## config.mk

```make
export PLATFORM = sky130hd
export DESIGN_NAME = countdown_timer_flat
export DESIGN_NICKNAME = d
export VERILOG_FILES = /design/src/rtl/countdown_timer_if.sv /design/src/rtl/countdown_timer.sv /design/src/flat_wrapper.sv
export SDC_FILE = /design/constraint.sdc
export NUM_CORES = 1
export LEC_CHECK = 0
export ABC_CLOCK_PERIOD_IN_PS = 1400
export CAP_MARGIN = 20
export CORE_MARGIN = 1.5
export CORE_UTILIZATION = 41
export CTS_BUF_LIST = sky130_fd_sc_hd__clkbuf_4 sky130_fd_sc_hd__clkbuf_8
export DETAILED_ROUTE_END_ITERATION = 7
export GPL_ROUTABILITY_DRIVEN = 1
export PLACE_DENSITY_LB_ADDON = 0.3
export SETUP_SLACK_MARGIN = 0.15
export SLEW_MARGIN = 20
export SYNTH_ARGS = -nofsm -noshare
export SYNTH_HDL_FRONTEND = slang
export SYNTH_SLANG_ARGS = --single-unit
export TNS_END_PERCENT = 50
```

## constraint.sdc

```tcl
create_clock -name clk -period 1.4 [get_ports clk]
set_input_delay 0.14 -clock clk [delete_from_list [all_inputs] [get_ports clk]]
set_output_delay 0.14 -clock clk [all_outputs]
set_load 0.005 [all_outputs]
```

## src/rtl/countdown_timer_if.sv

```systemverilog
// Bus bundle between the preset encoder / control side and the countdown timer.
// The master drives the load vectors and controls; the slave returns digits and status.
interface countdown_timer_if #(
    parameter int DIGIT_W = 2
);
    logic               pls;
    logic [DIGIT_W-1:0] psDS;
    logic [DIGIT_W-1:0] clDS;
    logic [DIGIT_W-1:0] psUS;
    logic [DIGIT_W-1:0] clUS;
    logic               tick;
    logic               start;
    logic               pause;
    logic [DIGIT_W-1:0] ds;
    logic [DIGIT_W-1:0] us;
    logic               running;
    logic               zero;
    logic               done;
    logic               err;

    modport master (
        output pls, psDS, clDS, psUS, clUS, tick, start, pause,
        input  ds, us, running, zero, done, err
    );

    modport slave (
        input  pls, psDS, clDS, psUS, clUS, tick, start, pause,
        output ds, us, running, zero, done, err
    );
endinterface

```

## src/rtl/countdown_timer.sv

```systemverilog
// Two-digit countdown timer: per-bit preset/clear load, tick-driven decrement
// with start/pause control, a one-cycle done pulse and a sticky load-error flag.
module countdown_timer #(
    parameter int DIGIT_W = 2,
    parameter int US_MAX  = 3
) (
    input  logic             clk,
    input  logic             rst_n,
    countdown_timer_if.slave bus
);
    typedef enum logic [1:0] {
        IDLE   = 2'd0,
        RUN    = 2'd1,
        PAUSED = 2'd2,
        DONE   = 2'd3
    } state_t;

    state_t             state_r;
    logic [DIGIT_W-1:0] ds_r;
    logic [DIGIT_W-1:0] us_r;
    logic               running_r;
    logic               done_r;
    logic               err_r;
    logic               zero_s;
    logic               lastUnit_s;
    logic               loadErr_s;

    // A conflicting preset+clear bit resolves to 0; no request holds the bit.
    function automatic logic [DIGIT_W-1:0] applyLoad(
        input logic [DIGIT_W-1:0] cur,
        input logic [DIGIT_W-1:0] ps,
        input logic [DIGIT_W-1:0] cl
    );
        return (ps & ~cl) | (cur & ~ps & ~cl);
    endfunction

    assign zero_s     = (ds_r == {DIGIT_W{1'b0}}) && (us_r == {DIGIT_W{1'b0}});
    assign lastUnit_s = (ds_r == {DIGIT_W{1'b0}}) && (us_r == DIGIT_W'(1));
    assign loadErr_s  = (|(bus.psDS & bus.clDS)) || (|(bus.psUS & bus.clUS));

    assign bus.ds      = ds_r;
    assign bus.us      = us_r;
    assign bus.running = running_r;
    assign bus.zero    = zero_s;
    assign bus.done    = done_r;
    assign bus.err     = err_r;

    // Control FSM, digit registers and registered status flags.
    always_ff @(posedge clk or negedge rst_n) begin
        if (!rst_n) begin
            state_r   <= IDLE;
            ds_r      <= {DIGIT_W{1'b0}};
            us_r      <= {DIGIT_W{1'b0}};
            running_r <= 1'b0;
            done_r    <= 1'b0;
            err_r     <= 1'b0;
        end else begin
            done_r <= 1'b0;
            if (bus.pls) begin
                ds_r      <= applyLoad(ds_r, bus.psDS, bus.clDS);
                us_r      <= applyLoad(us_r, bus.psUS, bus.clUS);
                err_r     <= loadErr_s;
                state_r   <= IDLE;
                running_r <= 1'b0;
            end else begin
                case (state_r)
                    IDLE: begin
                        if (bus.start && zero_s) begin
                            state_r <= DONE;
                            done_r  <= 1'b1;
                        end else if (bus.start) begin
                            state_r   <= RUN;
                            running_r <= 1'b1;
                        end else begin
                            state_r <= IDLE;
                        end
                    end
                    RUN: begin
                        if (bus.pause) begin
                            state_r   <= PAUSED;
                            running_r <= 1'b0;
                        end else if (bus.tick && !zero_s) begin
                            if (us_r != {DIGIT_W{1'b0}}) begin
                                us_r <= us_r - DIGIT_W'(1);
                            end else begin
                                us_r <= DIGIT_W'(US_MAX);
                                ds_r <= ds_r - DIGIT_W'(1);
                            end
                            // Expiry is detected on the value before the final decrement.
                            if (lastUnit_s) begin
                                state_r   <= DONE;
                                running_r <= 1'b0;
                                done_r    <= 1'b1;
                            end else begin
                                state_r <= RUN;
                            end
                        end else begin
                            state_r <= RUN;
                        end
                    end
                    PAUSED: begin
                        if (bus.start && !bus.pause) begin
                            state_r   <= RUN;
                            running_r <= 1'b1;
                        end else begin
                            state_r <= PAUSED;
                        end
                    end
                    DONE: begin
                        state_r <= DONE;
                    end
                    default: begin
                        state_r   <= IDLE;
                        running_r <= 1'b0;
                    end
                endcase
            end
        end
    end
endmodule

```

## src/flat_wrapper.sv

```systemverilog
// flat-port wrapper written by rule: the top's interface ports become plain ports
module countdown_timer_flat 
#(
    parameter int DIGIT_W = 2,
    parameter int US_MAX  = 3
)
  (clk, rst_n, bus_pls, bus_psDS, bus_clDS, bus_psUS, bus_clUS, bus_tick, bus_start, bus_pause, bus_ds, bus_us, bus_running, bus_zero, bus_done, bus_err);
  countdown_timer_if #(.DIGIT_W(DIGIT_W)) bus_i ();
  input  logic clk;
  input  logic rst_n;
  input wire logic [$bits(bus_i.pls)-1:0] bus_pls;
  input wire logic [$bits(bus_i.psDS)-1:0] bus_psDS;
  input wire logic [$bits(bus_i.clDS)-1:0] bus_clDS;
  input wire logic [$bits(bus_i.psUS)-1:0] bus_psUS;
  input wire logic [$bits(bus_i.clUS)-1:0] bus_clUS;
  input wire logic [$bits(bus_i.tick)-1:0] bus_tick;
  input wire logic [$bits(bus_i.start)-1:0] bus_start;
  input wire logic [$bits(bus_i.pause)-1:0] bus_pause;
  output wire logic [$bits(bus_i.ds)-1:0] bus_ds;
  output wire logic [$bits(bus_i.us)-1:0] bus_us;
  output wire logic [$bits(bus_i.running)-1:0] bus_running;
  output wire logic [$bits(bus_i.zero)-1:0] bus_zero;
  output wire logic [$bits(bus_i.done)-1:0] bus_done;
  output wire logic [$bits(bus_i.err)-1:0] bus_err;
  assign bus_i.pls = bus_pls;
  assign bus_i.psDS = bus_psDS;
  assign bus_i.clDS = bus_clDS;
  assign bus_i.psUS = bus_psUS;
  assign bus_i.clUS = bus_clUS;
  assign bus_i.tick = bus_tick;
  assign bus_i.start = bus_start;
  assign bus_i.pause = bus_pause;
  assign bus_ds = bus_i.ds;
  assign bus_us = bus_i.us;
  assign bus_running = bus_i.running;
  assign bus_zero = bus_i.zero;
  assign bus_done = bus_i.done;
  assign bus_err = bus_i.err;
  countdown_timer #(.DIGIT_W(DIGIT_W), .US_MAX(US_MAX)) u_core (.clk(clk), .rst_n(rst_n), .bus(bus_i));
endmodule
```

---- After elaboration in Yosys (flattened, before gate mapping) ----
Index checks and enable logic that the tools add are counted.
storage, ports and cells
  flip-flop bits (word level) ............. 9
  input bits .............................. 14
  output and inout bits ................... 8
  logic and storage cells ................. 85
operators by class
  $add $sub $neg .......................... 2
  equal/unequal tests ..................... 11
  muxes and demuxes ....................... 32
  bitwise operators ....................... 14
  reductions and logical operators ........ 20
operator list
  cell                                              number
  two-way mux 2 bit                                 16
  bitwise AND 2 bit                                 8
  two-way mux 1 bit                                 13
  != test 4 x 3 -> 1 bit, second input constant     2
  inverter 2 bit                                    4
  one-hot mux 2 bit (4 select lines)                1
  logical NOT 2 bit                                 3
  != test 3 bit, second input constant              2
  AND reduction 6 bit                               1
  nonzero test 2 bit                                3
  logical AND 1 bit                                 5
  == test 2 x 1 -> 1 bit, second input constant     2
  == test 2 bit, second input constant              2
  != test 2 bit, second input constant              2
  bitwise OR 2 bit                                  2
  AND reduction 4 bit                               1
  nonzero test 4 bit                                1
  OR reduction 2 bit                                2
  subtractor 2 x 1 -> 2 bit, second input constant  2
  != test 3 x 2 -> 1 bit, second input constant     1
  one-hot mux 1 bit (3 select lines)                1
  AND reduction 3 bit                               1
  logical NOT 1 bit                                 2
  one-hot mux 1 bit (2 select lines)                1
  logical OR 1 bit                                  1

---- Depth between registers and ports, before layout ----
  depth in word-level cells ............... 8
  gate-level depth with buffers ........... 6
  depth with buffers taken out ............ 6

---- Worst setup path after synthesis ----
No wires, ideal clock.
  kind .................................... register -> register
  from .................................... register u_core.state_r[1]
  to ...................................... register u_core.ds_r[1] (netlist: u_core.bus.ds[1])
  setup time .............................. 77 ps
  arrival ................................. 1441 ps
  required time ........................... 1323 ps
  path slack .............................. -119 ps
  cell stages (with the launch flop) ...... 7
  path buffers ............................ 0
  clock period less this slack ............ 1519 ps
  path through ............................ dfrtp_1 -> inv_1 -> ha_1 -> nand3b_4 -> nor4b_2 -> mux2_2 -> a21oi_1
between the ends
  word-level cells in the longest chain between the ends .. 3
ends and longest elaborated chain
  item                           line                   text
  start: declaration             countdown_timer.sv:18  state_t state_r;
  start signal: assignment       countdown_timer.sv:51  state_r <= IDLE;
  start signal: assignment       countdown_timer.sv:63  state_r <= IDLE;
  start signal: assignment       countdown_timer.sv:69  state_r <= DONE;
  == test 2 x 1 -> 1 bit         countdown_timer.sv:66  case (state_r)
  nonzero test 2 bit (no line)   n/a
  AND reduction 4 bit (no line)  n/a
  end signal: assignment         countdown_timer.sv:52  ds_r <= {DIGIT_W{1'b0}};
  end signal: assignment         countdown_timer.sv:60  ds_r <= applyLoad(ds_r, bus.psDS, bus.clDS);
  end signal: assignment         countdown_timer.sv:87  ds_r <= ds_r - DIGIT_W'(1);
  end: declaration               countdown_timer.sv:19  logic [DIGIT_W-1:0] ds_r;
Every way passes these cells.
A chain may end at the register's enable or synchronous reset.

---- Worst setup path in the final report ----
  from .................................... register u_core.us_r[0] (netlist: u_core.bus.us[0])
  to ...................................... register u_core.running_r (netlist: u_core.bus.running)
between the ends
  word-level cells in the longest chain between the ends .. 6
  elaborated cells between the ends (all ways) .. 11
  classes of those cells .................. 4 x eq/ne; 7 x reduce/logical
ends and longest elaborated chain
  item                               line                    text
  start: declaration                 countdown_timer.sv:20   logic [DIGIT_W-1:0] us_r;
  start signal: assignment           countdown_timer.sv:53   us_r <= {DIGIT_W{1'b0}};
  start signal: assignment           countdown_timer.sv:61   us_r <= applyLoad(us_r, bus.psUS, bus.clUS);
  start signal: assignment           countdown_timer.sv:84   us_r <= us_r - DIGIT_W'(1);
  logical NOT 2 bit                  countdown_timer.sv:37   assign zero_s = (ds_r == {DIGIT_W{1'b0}}) && (us_r == {DIGIT_W{1'b0}});
  logical AND 1 bit                  countdown_timer.sv:37
  logical NOT 1 bit                  countdown_timer.sv:82   end else if (bus.tick && !zero_s) begin
  logical AND 1 bit                  countdown_timer.sv:82
  != test 4 x 3 -> 1 bit (no line)   n/a
  AND reduction 6 bit (no line) (*)  n/a
  end signal: assignment             countdown_timer.sv:81   running_r <= 1'b0;
  end signal: assignment             countdown_timer.sv:92   running_r <= 1'b0;
  end signal: assignment             countdown_timer.sv:104  running_r <= 1'b1;
  end: declaration                   countdown_timer.sv:21   logic running_r;
Every way passes the cells marked *; elsewhere a longest branch is shown, timed or not.

==> flow_metrics.env <==
export IMPL_peakVddDrop_mv=0.6514
export IMPL_rr_worst_depth=5
export IMPL_ys_seq_elements=9
export IMPL_clock_latency_ns=0.28
export IMPL_place_area_um2=993.5
export IMPL_die_h_um=42.84
export IMPL_htree_levels=1
export IMPL_dp_slack_ns=-0.1600
export IMPL_slew_viol_final=0
export IMPL_ant_nets=0
export IMPL_reg2reg_from="u_core.bus.us[0]"
export IMPL_critPathMaxStageDelay_ns=0.41
export IMPL_cts_num_sinks=9
export IMPL_netlist_instances=70
export IMPL_layout_common_cells="buf_4, clkdlybuf4s50_1, dfrtp_1, dlygate4sd2_1"
export IMPL_std_cell_rows=14
export IMPL_synth_area_um2=650.6
export IMPL_finClkSkew_ns=0.006560
export IMPL_place_congestion=0.8189
export IMPL_io_pins=22
export IMPL_leakage_nw=0.5356
export IMPL_powerDensity_mw_per_mm2=790.3
export IMPL_synth_mux_area_share_pct=3.269
export IMPL_grt_start_max_net_pins=10
export IMPL_grtUsageTotal_pct=21.80
export IMPL_violations="negative setup slack"
export IMPL_finalPower_w=0.0009018
export IMPL_final_common_cell="buf_4"
export IMPL_cp_arrival_ns=1.65
export IMPL_grt_remaining_overflow=0
export IMPL_synth_compound_area_share_pct=22.12
export IMPL_die_w_um=42.84
export IMPL_worst_pin_slew_ns=0.4308
export IMPL_dp_cells=118
export IMPL_first_iter_violations=6
export IMPL_start_util_pct=43.70
export IMPL_synth_nets=91
export IMPL_min_period_over_period_pct=103.8
export IMPL_synth_cell_types=31
export IMPL_r2r_slack_ns=-0.05
export IMPL_cts_buffer_depth=2
export IMPL_synth_adder_area_share_pct=13.46
export IMPL_cp_start_kind="flop"
export IMPL_setup_viol_count_final=3
export IMPL_slew_headroom_pct=71.19
export IMPL_clk_pin_slew_ns=0.07
export IMPL_place_port_buffers=21
export IMPL_max_freq_mhz=688.4
export IMPL_vias_per_cell=5.373
export IMPL_drive_gt1_share_pct=40.00
export IMPL_status="finished, violations left"
export IMPL_worst_path_buf_inv=1
export IMPL_core_area_mm2=0.001489
export IMPL_dp_hpwl_um=1239
export IMPL_fin_hold_ws_ns=0.1613
export IMPL_ctsHoldBuffers=0
export IMPL_area_growth_pct=75.38
export IMPL_critPathMaxFanout=3
export IMPL_postLayoutSetupSlackWorst_ns=-0.05274
export IMPL_hold_path_class="primary input to async pin"
export IMPL_grt_pass1_vias=696
export IMPL_root_buffer="clkbuf_4"
export IMPL_drc=0
export IMPL_fin_crit_ns=1.453
export IMPL_antennaDiodeCount=0
export IMPL_wl_per_cell_um=13.80
export IMPL_antenna_found_initial=0
export IMPL_maxCapViolations=0
export IMPL_fill_cells=110
export IMPL_required_ns=1.59
export IMPL_die_area_mm2=0.001835
export IMPL_synth_simple_gate_area_share_pct=19.81
export IMPL_grt_pass1_wl_um=2904
export IMPL_slowest_stage="dfrtp_1"
export IMPL_worstSetupPathType="flop to flop"
export IMPL_crit_chain="buf_4 > ha_1 > and4b_2 > o311a_1 > o32ai_2"
export IMPL_finalNetCount=132
export IMPL_finalHoldViolations=0
export IMPL_cts_buffers=3
export IMPL_cts_tree="yes"
export IMPL_synth_xor_area_share_pct=1.346
export IMPL_detail_route_wirelength_um=1739
export IMPL_yosysSeqAreaShare_pct=34.62
export IMPL_cp_end_kind="flop"
export IMPL_ys_warn_count=0
export IMPL_cp_top_family="flip-flops"
export IMPL_dr_pass1_iters=4
export IMPL_synth_area_per_cell_um2=9.295
export IMPL_rsz0062_at_grt="true"
export IMPL_stdcell_count=126
export IMPL_final_area_mm2=0.001141
export IMPL_vias=677
export IMPL_reg2reg_to="u_core.bus.running"
export IMPL_synth_top_family_by_area="compound AO/OA/AOI/OAI gates"
## cells by family after synthesis
logic type / after synthesis
flip-flops: 9
AO/OA/AOI/OAI: 23
buffers and inverters: 9
AND/OR/NAND/NOR: 19
XOR/XNOR: 1
adder cells (fa/ha/maj): 7
multiplexers: 2
## worst reg2reg max path: stages, from the launching register on
cell and delay (ns):
dfrtp_1 0.41, buf_4 0.15, ha_1 0.18, and4b_2 0.25, o311a_1 0.30, o32ai_2 0.08
## stage by stage
step | util, % | setup TNS (ns)
2_1_floorplan | - | -0.06482
3_3_place_gp | 66.72 | -0.4648
3_5_place_dp | 66.72 | -0.5993
4_1_cts | 73.95 | -0.1559
5_1_grt | 76.64 | -0.5000
6_report | 76.64 | -0.1365
## area by class of cell
type,count,area [µm²],area share (%)
clock buffer,4,30.03,2.632
inverter,7,26.28,2.303
multi-input combinational,52,494.2,43.31
sequential,9,225.2,19.74
tap,16,20.02,1.754
timing repair buffer,38,345.3,30.26
## cell usage after synthesis
cell type | number | area share (%)
nand3b_4 | 1 | 3.1
nand2b_1 | 2 | 1.9
nand2_1 | 3 | 1.7
o21a_1 | 1 | 1.2
nor4_1 | 1 | 0.96
and4b_2 | 1 | 1.7
a221oi_1 | 1 | 1.3
buf_2 | 1 | 0.77
nor2b_1 | 1 | 0.96
a22oi_1 | 2 | 2.3
nor4b_2 | 1 | 2.3
dfrtp_1 | 9 | 35
clkbuf_1 | 1 | 0.58
a21oi_1 | 8 | 6.2
and2_4 | 1 | 1.3
nor2_1 | 5 | 2.9
inv_1 | 7 | 4.0
mux2_2 | 1 | 1.7
o31ai_1 | 1 | 1.2
nand3_1 | 1 | 0.77
or3_1 | 1 | 0.96
o311a_1 | 1 | 1.5
xnor2_1 | 1 | 1.3
a31oi_1 | 1 | 0.96
mux2i_1 | 1 | 1.5
o32ai_1 | 1 | 1.3
ha_1 | 7 | 13
o21bai_1 | 1 | 1.2
o21ai_0 | 5 | 3.8
nor3b_1 | 1 | 1.2
a21o_1 | 1 | 1.2
## metal layers
| layer | global-route usage, % | part of all wire (%) | routed length [µm] |
|---|---|---|---|
| met5 | 0 | 0 | 0 |
| met4 | 14.37 | 2.1 | 37 |
| met3 | 6.809 | 3.6 | 62 |
| met2 | 36.97 | 54 | 932 |
| met1 | 22.75 | 41 | 707 |
## power by group
group          internal (W)  switching [W]  leakage, nW
clock              0.000130       0.000109       0.0184
combinational      0.000210       0.000149        0.404
sequential         0.000285      0.0000178        0.113
## state kept, by name, summed over array words and instances (netlist names)
name                flops
u_core.bus.err          1
u_core.bus.ds           2
u_core.bus.us           2
u_core.bus.done         1
u_core.bus.running      1
u_core.state_r          2
## what timing repair did
item | 4_1_cts | 5_1_grt
endpoints found under the hold margin | 0 | 0
cloned | 0 | 0
pin swaps | 6 | 1
setup endpoints to repair | 15 | 11
buffers inserted | 3 | 1
resized for setup | 27 | 8
## worst max path at each step
stage | depth (start not counted) | to | startpoint
after detailed placement | 6 | u_core.bus.ds[0] | bus_tick
after CTS | 6 | u_core.bus.running | u_core.bus.us[0]
after global routing | 6 | u_core.bus.ds[1] | u_core.state_r[1]
after floorplan | 6 | u_core.bus.ds[1] | u_core.state_r[1]
after global placement | 5 | u_core.bus.ds[1] | bus_tick
final | 5 | u_core.bus.running | u_core.bus.us[0]
Note: power is estimated with default switching activity, not from simulation.
